--- src/rtl/uart_matrix_loader.sv ---
// uart_matrix_loader: parses UART command/payload frames into operand RAM writes and launches the multiply.
// Latency: RAM write strobes and mm_start appear one cycle after the rx_valid byte that causes them.
// Backpressure: none; every rx_valid byte is consumed or dropped. Optional LOADER_CHECKSUM_EN adds a trailing XOR check byte.
module uart_matrix_loader #(
  parameter int N       = 4,
  parameter int ADDR_W  = 4,
  parameter int TIMEOUT = 1023
) (
  input  logic              clk,
  input  logic              rst_n,
  input  logic [7:0]        rx_data,
  input  logic              rx_valid,
  output logic              mem_we,
  output logic              mem_sel,
  output logic [ADDR_W-1:0] mem_addr,
  output logic [7:0]        mem_wdata,
  output logic              mm_start,
  input  logic              mm_done,
  output logic              busy,
  output logic              err,
  output logic              a_loaded,
  output logic              b_loaded
);

  localparam logic [7:0] CMD_A  = 8'hA1;
  localparam logic [7:0] CMD_B  = 8'hB2;
  localparam logic [7:0] CMD_GO = 8'h5A;
  localparam int         TW     = $clog2(TIMEOUT + 1);
  localparam logic [ADDR_W-1:0] LAST_IDX = ADDR_W'(N * N - 1);
  localparam logic [TW-1:0]     TMO_MAX  = TW'(TIMEOUT);
  localparam logic [TW-1:0]     TMO_LAST = TW'(TIMEOUT - 1);

  typedef enum logic [2:0] {
    S_IDLE,
    S_LOAD,
`ifdef LOADER_CHECKSUM_EN
    S_CHECK,
`endif
    S_START,
    S_WAIT
  } state_t;

  state_t            state_q, state_d;
  logic [ADDR_W-1:0] cnt_q, cnt_d;
  logic [TW-1:0]     tmo_q, tmo_d;
  logic              sel_q, sel_d;
  logic              we_q, we_d;
  logic [ADDR_W-1:0] addr_q, addr_d;
  logic [7:0]        wdata_q, wdata_d;
  logic              err_q, err_d;
  logic              a_ld_q, a_ld_d;
  logic              b_ld_q, b_ld_d;
  logic              tmo_fire;
  logic [TW-1:0]     tmo_next;
`ifdef LOADER_CHECKSUM_EN
  logic [7:0]        csum_q, csum_d;
`endif

  // Idle-gap counter: the TIMEOUT-th quiet cycle aborts, a byte in that cycle wins.
  always_comb begin
    tmo_fire = !rx_valid && (tmo_q == TMO_LAST);
    tmo_next = (tmo_q == TMO_MAX) ? tmo_q : tmo_q + 1'b1;
  end

  // Next-state and registered-output decode for the frame parser.
  always_comb begin
    state_d = state_q;
    cnt_d   = cnt_q;
    tmo_d   = tmo_q;
    sel_d   = sel_q;
    we_d    = 1'b0;
    addr_d  = addr_q;
    wdata_d = wdata_q;
    err_d   = err_q;
    a_ld_d  = a_ld_q;
    b_ld_d  = b_ld_q;
`ifdef LOADER_CHECKSUM_EN
    csum_d  = csum_q;
`endif
    case (state_q)
      S_IDLE: begin
        if (rx_valid) begin
          if (rx_data == CMD_A || rx_data == CMD_B) begin
            err_d   = 1'b0;
            cnt_d   = '0;
            tmo_d   = '0;
            sel_d   = (rx_data == CMD_B);
            if (rx_data == CMD_B) b_ld_d = 1'b0;
            else                  a_ld_d = 1'b0;
`ifdef LOADER_CHECKSUM_EN
            csum_d  = rx_data;
`endif
            state_d = S_LOAD;
          end else if (rx_data == CMD_GO) begin
            if (a_ld_q && b_ld_q) state_d = S_START;
            else                  err_d   = 1'b1;
          end
        end
      end
      S_LOAD: begin
        if (rx_valid) begin
          tmo_d   = '0;
          we_d    = 1'b1;
          addr_d  = cnt_q;
          wdata_d = rx_data;
`ifdef LOADER_CHECKSUM_EN
          csum_d  = csum_q ^ rx_data;
`endif
          if (cnt_q == LAST_IDX) begin
`ifdef LOADER_CHECKSUM_EN
            state_d = S_CHECK;
`else
            if (sel_q) b_ld_d = 1'b1;
            else       a_ld_d = 1'b1;
            state_d = S_IDLE;
`endif
          end else begin
            cnt_d = cnt_q + 1'b1;
          end
        end else if (tmo_fire) begin
          err_d   = 1'b1;
          state_d = S_IDLE;
        end else begin
          tmo_d = tmo_next;
        end
      end
`ifdef LOADER_CHECKSUM_EN
      S_CHECK: begin
        if (rx_valid) begin
          tmo_d = '0;
          if (rx_data == csum_q) begin
            if (sel_q) b_ld_d = 1'b1;
            else       a_ld_d = 1'b1;
          end else begin
            err_d = 1'b1;
          end
          state_d = S_IDLE;
        end else if (tmo_fire) begin
          err_d   = 1'b1;
          state_d = S_IDLE;
        end else begin
          tmo_d = tmo_next;
        end
      end
`endif
      S_START: state_d = S_WAIT;
      S_WAIT:  if (mm_done) state_d = S_IDLE;
      default: state_d = S_IDLE;
    endcase
  end

  // State and output registers; reset returns everything to an empty, idle loader.
  always_ff @(posedge clk or negedge rst_n) begin
    if (!rst_n) begin
      state_q <= S_IDLE;
      cnt_q   <= '0;
      tmo_q   <= '0;
      sel_q   <= 1'b0;
      we_q    <= 1'b0;
      addr_q  <= '0;
      wdata_q <= '0;
      err_q   <= 1'b0;
      a_ld_q  <= 1'b0;
      b_ld_q  <= 1'b0;
`ifdef LOADER_CHECKSUM_EN
      csum_q  <= '0;
`endif
    end else begin
      state_q <= state_d;
      cnt_q   <= cnt_d;
      tmo_q   <= tmo_d;
      sel_q   <= sel_d;
      we_q    <= we_d;
      addr_q  <= addr_d;
      wdata_q <= wdata_d;
      err_q   <= err_d;
      a_ld_q  <= a_ld_d;
      b_ld_q  <= b_ld_d;
`ifdef LOADER_CHECKSUM_EN
      csum_q  <= csum_d;
`endif
    end
  end

  // Output map: start pulse and busy fall straight out of the state register.
  always_comb begin
    mem_we    = we_q;
    mem_sel   = sel_q;
    mem_addr  = addr_q;
    mem_wdata = wdata_q;
    mm_start  = (state_q == S_START);
    busy      = (state_q != S_IDLE);
    err       = err_q;
    a_loaded  = a_ld_q;
    b_loaded  = b_ld_q;
  end

endmodule

--- config.mk ---
export PLATFORM = sky130hd
export DESIGN_NAME = uart_matrix_loader
export DESIGN_NICKNAME = d
export VERILOG_FILES = /design/src/rtl/uart_matrix_loader.sv
export SDC_FILE = /design/constraint.sdc
export NUM_CORES = 1
export LEC_CHECK = 0
export CAP_MARGIN = 25
export CELL_PAD_IN_SITES_DETAIL_PLACEMENT = 0
export CELL_PAD_IN_SITES_GLOBAL_PLACEMENT = 2
export CORE_ASPECT_RATIO = 1.1
export CORE_UTILIZATION = 31
export DETAILED_ROUTE_END_ITERATION = 10
export PLACE_DENSITY = 0.88
export SLEW_MARGIN = 20
export SYNTH_ARGS = -nofsm -noshare
export SYNTH_HDL_FRONTEND = slang
export SYNTH_SLANG_ARGS = --single-unit
--- constraint.sdc ---
create_clock -name clk -period 2.17 [get_ports clk]
set_clock_uncertainty 0.2 [all_clocks]
set_input_delay 0.217 -clock clk [delete_from_list [all_inputs] [get_ports clk]]
set_output_delay 0.217 -clock clk [all_outputs]
set_load 0.005 [all_outputs]
### Word level (Yosys, flattened, before mapping)

Index checks and enable logic that the tools add are counted.

* latch bits: 0
* input port bits: 12
* memory bits (writable): 0
* bits in registers: 34
* memories kept: 0
* bits in read-only memories: 0

* reduce and logical (&&, ||, !) cells: 15
* shifts and indexed selects: 0
* $add $sub $neg: 2
* $mul: 0
* bitwise operators: 0
* divide/modulo/power cells: 0
* mux-type cells: 43
* order comparisons: 0
* equal/unequal tests: 28

Operators with widths (number)
* 10-bit 2-to-1 mux: 5
* 3-bit 2-to-1 mux: 8
* 2-bit inequality test (second input constant): 12
* 3-bit inequality test (second input constant): 7
* 10-bit equality test (second input constant): 2
* 1-bit 2-to-1 mux: 20
* 10-bit case mux with 2 select lines: 1
* 8-bit equality test (second input constant): 2
* 4-bit 2-to-1 mux: 4
* 7-bit AND reduction: 2
* 3-bit case mux with 4 select lines: 1
* 6-bit AND reduction: 2
* 10-bit by 1-bit adder with 10-bit output (second input constant): 1
* 5-bit AND reduction: 2
* 8-bit by 7-bit equality test with 1-bit output (second input constant): 1
* 4-bit case mux with 2 select lines: 1
* 3-bit by 2-bit equality test with 1-bit output (second input constant): 2
* 1-bit case mux with 2 select lines: 3
* 4-bit by 1-bit adder with 4-bit output (second input constant): 1
* 4-bit equality test (second input constant): 1
* 3-bit by 1-bit equality test with 1-bit output (second input constant): 1
* 3-bit logical NOT: 1
* 3-bit AND reduction: 1
* 3-bit nonzero test: 1
* 5 further kinds: 6

### Logic depth before layout (Yosys ltp)

Gate-level depths: netlist (run 1).

* depth after elaboration: 6
* mapped depth: 8
* mapped depth without buffers: 7

### Worst setup path before layout (run 1)

OpenSTA, ideal clock, no wires.

* kind: input to register
* start point: input rx_data[4]
* end point: register err_q (netlist: err)
* library setup time: 0.128 ns
* cell stages on the path: 5
* slack: 0.212 ns
* required time: 1.842 ns
* data arrival time: 1.630 ns
* path buffers: 0
* cell sequence: or3b_4 > a211oi_4 > nor3_2 > a2111oi_4 > mux2_1

* word-level cells in the longest chain between the ends: 5

Ends and longest elaborated chain
* start, declared: line 11 `input logic [7:0] rx_data,`
* 8-bit equality test: line 83 `if (rx_data == CMD_A || rx_data == CMD_B) begin`
* 1-bit logical OR: line 83
* 1-bit 2-to-1 mux: line 83
* 1-bit 2-to-1 mux: line 82 `if (rx_valid) begin`
* 1-bit case mux with 2 select lines: line 80 `case (state_q)`
* end signal, assigned: line 176 `err_q <= err_d;`
* end, declared: line 50 `logic err_q, err_d;`

Several ways; a longest one is shown, not always the timed one. The select of a mux whose other input is x is not followed.
A chain may end at the register's enable or synchronous reset.

### Worst setup path after layout (run 1)

* start point: input rx_data[6]
* end point: register err_q (netlist: err)

Same word-level chain as after synthesis.

==> reports/metrics.cfg, run 1 <==
[placed_design]
pre_cts_slack_ns=-0.292
portBuffers=30
place.gp.congestion=0.797
hpwl_mm=3.39

[clocking]
cts.sink_count=33
cts_made_buffers=5
clkLatencyLatePin_ns=0.28
h-tree-depth=2
path_clk_slew_ns=0.07
tritoncts=done
clockBufferDepth=2
clock-root-buffer=clkbuf_8

[pwr]
p_leak_nw=1.16
p_seq_share_pct=41.5
combPwrFrac_pct=37.5
swShare_pct=33.8
internal_power_mw=1.41
power.switching_uw=723
power_density_nw_per_um2=853
vdd_drop_max_mv=0.316
clock_power_share_pct=21.0
p_total_mw=2.14

[drt]
first_iter_violations=48
antenna_left=0
viasPerCell=4.87
via_count=1652
wirelength_mm=4.56
drc=0
wl_per_cell_microns=13.4
first_pass_iters=4

[worst_setup_path]
setup.worst_path.class=in -> reg
crit_path_start=rx_data[6]
crit_fanout=5
cp-end-kind=flip-flop
worstSetupStartpointType=input pin
regToRegStartpoint=tmo_q[8]
worstPathArrival_ns=2.08
r2r-end=err
reg2reg_slack_ns=0.14
cp-endpoint=err
cp.required_ns=2.13
worstRegToRegCells=5

[yosys]
ys_seq_area_share_pct=46.4
syn_avg_cell_area_sq_um=8.89
synth_seq_cells=33
yosys-top-cells-area=dfrtp_1 46%, nand2_1 10%, nor2_1 3.8%, o21ai_0 2.5%, o21ai_1 2.5%
synth-main-ff-cell=dfrtp_1
synth_cell_type_count=43
synth-warning-count=0
synth_edf_count=0
synthesis.instances=200
syn_area_sq_um=1780
netlist.area_leader.share_pct=46.4
synth_top_area_cell=dfrtp_1
synth_nets=215
ys_async_sr_fraction_pct=100

[layout]
mostFrequentLayoutCells=48 x nand2_1, 33 x dfrtp_1, 29 x buf_4
final_common_cell=nand2_1
regArea_sq_um=826
final_layout_size_suffix_gt1_share_pct=18.9
syn2layout_area_growth_pct=40.9
multi_input_area_sq_um=913
fillCellCount=602
antennaDiodeCount=0
final_core_util_pct=45.8
nNetsFinal=278

[grt]
antenna_found_initial=0
grt_max_degree=34
grt_pass1_vias=1529
grt_pass1_wl_mm=7.51
track_usage_pct=16.7
grt-ovfl-total=0

[timing]
setup_viol=0
fmax_mhz=472
fin_setup_tns_ns=0
rsz0062_at_grt=no
max_slew_margin_pct=62.3
max_slew.worst_pin.slew_ns=0.562
final.min_clock_period_ns=2.12
slew_viol_final=0
fin_crit_sh_pct=97.6
hold_viol=0
setup_slack_ns=0.0511

[die]
io_pins=31
start_util_pct=32.5
num_rows=28
coreArea_sq_um=5470
dieArea_sq_um=6040
dieHeight_microns=81.4
fp.dieW_microns=74.2

[min_path]
hold_class=in -> reg

[run]
maxCapViolations=0

[status]
status=complete, no violations

## synth_stat cells, types with 2 or more instances
master / n
a211oi_1: 2
a21oi_1: 3
a22oi_1: 2
a31oi_1: 4
and3_1: 4
buf_2: 2
clkbuf_1: 4
dfrtp_1: 33
ha_1: 3
inv_1: 7
mux2_1: 2
nand2_1: 48
nand2b_1: 3
nand3_1: 8
nand4_1: 6
nand4bb_1: 2
nor2_1: 18
nor3_1: 2
o21ai_0: 9
o21ai_1: 9
o31ai_1: 4
o41ai_1: 2
or3_1: 2
or3b_2: 2
## final cells by class
cell class | instances | area share, %
flip-flops and latches | 33 | 33.0
repair buffers | 62 | 22.3
clock inverters | 2 | 0.400
inverters | 8 | 1.20
multi-input cells | 153 | 36.5
well taps | 75 | 3.75
clock buffers | 6 | 2.90
## cell families after synthesis
logic type | Yosys count | share of synthesized area (%)
AO/OA/AOI/OAI | 47 | 19.9
XOR/XNOR | 1 | 0.493
adder cells (fa/ha/maj) | 3 | 2.11
buffers and inverters | 14 | 3.10
flip-flops | 33 | 46.4
multiplexers | 2 | 1.27
AND/OR/NAND/NOR | 100 | 26.7
## sequential cells by signal (all words and copies together), names as in the netlist
name	flops
err	1
state_q	2
cnt_q	4
mem_wdata	8
b_loaded	1
mem_we	1
tmo_q	10
mem_addr	4
mem_sel	1
a_loaded	1
## through the flow
step | instance area [sq um] | hold WS, ns | cells
after global placement | 2390 | 0.257 | 331
final | 2500 | 0.111 | 339
after global routing | 2500 | 0.115 | 339
after floorplan | 1780 | -0.279 | 200
after CTS | 2470 | 0.141 | 339
after detailed placement | 2390 | 0.262 | 331
## layer usage
metal	global-route usage [%]	wire (microns)
met2	26.5	2230
met4	5.19	72
met5	0	0
met3	3.56	163
met1	22.5	2090
## what timing repair did
| action | in CTS | in global routing |
|---|---|---|
| endpoints found under the setup margin | 2 | 13 |
| pin swaps | 1 | 4 |
| resized for setup | 0 | 8 |
| hold buffers | 0 | 0 |
| setup buffers | 0 | 0 |
| hold endpoints to repair | 0 | 0 |
## worst min path at each step
stage / start / to / slack [ns] / cells after the start
after global routing: rx_data[1] / mem_wdata[1] / 0.11 / 4
final: rx_data[4] / mem_wdata[4] / 0.11 / 4
after floorplan: rst_n / a_loaded / -0.28 / 0
after global placement: mem_wdata[5] / mem_wdata[5] / 0.26 / 2
after CTS: rst_n / tmo_q[0] / 0.14 / 2
after detailed placement: mem_addr[3] / mem_addr[3] / 0.26 / 2
## critical path, cell delays in order
cell and delay, ns:
clkdlybuf4s50_1 0.43, nand4bb_1 0.21, buf_4 0.18, a211oi_4 0.26, nor3_2 0.10, a2111oi_4 0.36, mux2_4 0.33
## power groups by stage
stage | Sequential, mW | Combinational, mW | Clock (mW)
floorplan | 0.880 | 0.366 | 0
global route | 0.912 | 0.908 | 0.502
global placement | 0.897 | 0.792 | 0
detailed placement | 0.900 | 0.800 | 0
CTS | 0.888 | 0.805 | 0.476
finish | 0.886 | 0.802 | 0.448
No activity file was read; power rests on OpenSTA's default activity.
==> run 2: changes to the inputs <==
- CAP_MARGIN: 25 -> default
- PLACE_DENSITY: 0.88 -> default
- PLACE_DENSITY_LB_ADDON: default -> 0.1
==> run 2 against run 1 <==
Net effect: hold slack gained 0.030 ns; core utilization grew 0.14 points; via count grew 2.8%; clock power grew 26%; critical path type unchanged; maximum frequency shrank 0.76%; sequential power shrank 0.6%; total power grew 6.8%; critical endpoint unchanged; largest cell class unchanged; first-iteration DRC count grew 44%; count of clock-buffer cells in the layout shrank 1; sequential share of layout area shrank 0.099 points.
==> reports/metrics.cfg, run 2 (same netlist as run 1, synthesis figures left out) <==
[status]
status=complete, no violations  ; unchanged

[drt]
viasPerCell=5.02  ; was 4.87
wirelength_mm=4.59  ; was 4.56 mm
wl_per_cell_microns=13.6  ; was 13.4 microns
antenna_left=0  ; unchanged
first_pass_iters=4  ; unchanged
first_iter_violations=69  ; was 48
via_count=1698  ; was 1652
drc=0  ; unchanged

[timing]
fmax_mhz=468  ; was 472 MHz
setup_slack_ns=0.0349  ; was 0.0511 ns
slew_viol_final=0  ; unchanged
max_slew_margin_pct=54.4  ; was 62.3%
rsz0062_at_grt=no  ; unchanged
hold_viol=0  ; unchanged
fin_setup_tns_ns=0  ; unchanged
setup_viol=0  ; unchanged
max_slew.worst_pin.slew_ns=0.680  ; was 0.562 ns
fin_crit_sh_pct=98.4  ; was 97.6%
final.min_clock_period_ns=2.14  ; was 2.12 ns

[grt]
grt_pass1_vias=1711  ; was 1529
track_usage_pct=17.3  ; was 16.7%
grt-ovfl-total=0  ; unchanged
grt_max_degree=34  ; unchanged
grt_pass1_wl_mm=7.84  ; was 7.51 mm
antenna_found_initial=0  ; unchanged

[worst_setup_path]
cp_cell_sequence=clkdlybuf4s50_1 -> nand4bb_1 -> buf_4 -> nor2_1 -> a211oi_1 -> a2111oi_4 -> mux2_4  ; was clkdlybuf4s50_1 -> nand4bb_1 -> buf_4 -> a211oi_4 -> nor3_2 -> a2111oi_4 -> mux2_4
worstPathArrival_ns=2.10  ; was 2.08 ns
cp_slowest_cell=a211oi_1  ; was clkdlybuf4s50_1
reg2reg_slack_ns=0.15  ; was 0.14 ns
setup.worst_path.class=in -> reg  ; unchanged
worstSetupStartpointType=input pin  ; unchanged
max_stage_delay_ns=0.62  ; was 0.43 ns
crit_buf_inv=2  ; unchanged
crit_fanout=5  ; unchanged
cp_top_family=compound AO/OA/AOI/OAI gates  ; unchanged
cp-end-kind=flip-flop  ; unchanged
cp.required_ns=2.14  ; was 2.13 ns

[pwr]
power_density_nw_per_um2=909  ; was 853 nW/um^2
vdd_drop_max_mv=0.319  ; was 0.316 mV
p_leak_nw=1.14  ; was 1.16 nW

[layout]
regArea_sq_um=826  ; unchanged
antennaDiodeCount=0  ; unchanged
fillCellCount=547  ; was 602
largest_register_ffs=10  ; unchanged
syn2layout_area_growth_pct=41.3  ; was 40.9%
top_register=tmo_q  ; unchanged
layout.cells.non_filler=338  ; was 339
final_common_cell=nand2_1  ; unchanged
final_core_util_pct=46.0  ; was 45.8%
final_layout_size_suffix_gt1_share_pct=19.4  ; was 18.9%
nNetsFinal=278  ; unchanged
mostFrequentLayoutCells=48 x nand2_1, 33 x dfrtp_1, 31 x buf_4  ; was 48 x nand2_1, 33 x dfrtp_1, 29 x buf_4
multi_input_area_sq_um=918  ; was 913 sq um

[clocking]
tritoncts=done  ; unchanged
clock-root-buffer=clkbuf_8  ; unchanged
cts.sink_count=33  ; unchanged
clkLatencyLatePin_ns=0.28  ; about the same
cts_made_buffers=5  ; unchanged
path_clk_slew_ns=0.07  ; about the same
h-tree-depth=2  ; unchanged
clockBufferDepth=2  ; unchanged

[die]
io_pins=31  ; unchanged
start_util_pct=32.5  ; unchanged
fp.dieW_microns=74.2  ; unchanged
dieHeight_microns=81.4  ; unchanged
coreArea_sq_um=5470  ; unchanged
dieArea_sq_um=6040  ; unchanged
num_rows=28  ; unchanged

[placed_design]
place.gp.congestion=0.840  ; was 0.797
placed_cells=330  ; was 331
portBuffers=30  ; unchanged
pre_cts_slack_ns=-0.280  ; was -0.292 ns
hpwl_mm=3.49  ; was 3.39 mm

[min_path]
hold_class=in -> async  ; was in -> reg

[run]
maxCapViolations=0  ; unchanged

[run 2: worst register-to-register path: cells and delay by family (launching register included)]
family,cells,cell delay (ns)
compound gates,1,0.41
flops,1,0.41
mux,1,0.33
simple gates,3,0.56
[run 2: worst paths after layout]
check | cells after the start | from | endpoint
min reg2reg | 2 | mem_wdata[2] | mem_wdata[2]
min in group clk | 4 | rx_data[4] | mem_wdata[4]
max reg2reg | 5 | tmo_q[6] | err
max | 7 | rx_data[6] | err
min | 2 | rst_n | mem_we
max in group asynchronous | 2 | rst_n | state_q[1]
[run 2: where the power goes]
group | internal (mW) | switching, mW | total [mW]
Sequential | 0.765 | 0.116 | 0.881
Clock | 0.334 | 0.229 | 0.563
Combinational | 0.449 | 0.391 | 0.840
[run 2: layer usage]
layer / GRT usage, % / vias up / wire length [microns]
met5: 0 / - / 0
met4: 7.12 / 0 / 54
met3: 4.05 / 7 / 150
met2: 29.6 / 29 / 2300
met1: 20.7 / 822 / 2090
li1: - / 840 / -
[run 2: cell type report]
type / count / share of cell area [%]
repair buffers: 62 / 21.5
multi-input cells: 153 / 36.6
clock buffers: 5 / 2.74
well taps: 75 / 3.74
clock inverters: 2 / 1.39
flip-flops and latches: 33 / 32.9
inverters: 8 / 1.20
[run 2: metrics by stage]
stage	power (mW)	hold slack, ns	area [sq um]
6_report	2.28	0.141	2510
3_3_place_gp	1.72	0.258	2380
2_1_floorplan	1.25	-0.279	1780
5_1_grt	2.45	0.177	2510
4_1_cts	2.32	0.155	2490
3_5_place_dp	1.73	0.261	2380
[run 2: timing repair]
action / 4_1_cts / 5_1_grt
buffers inserted: 1 / 0
pin swaps: 4 / 1
gates resized for setup: 5 / 2
endpoints found under the setup margin: 1 / 5
hold buffers: 0 / 0
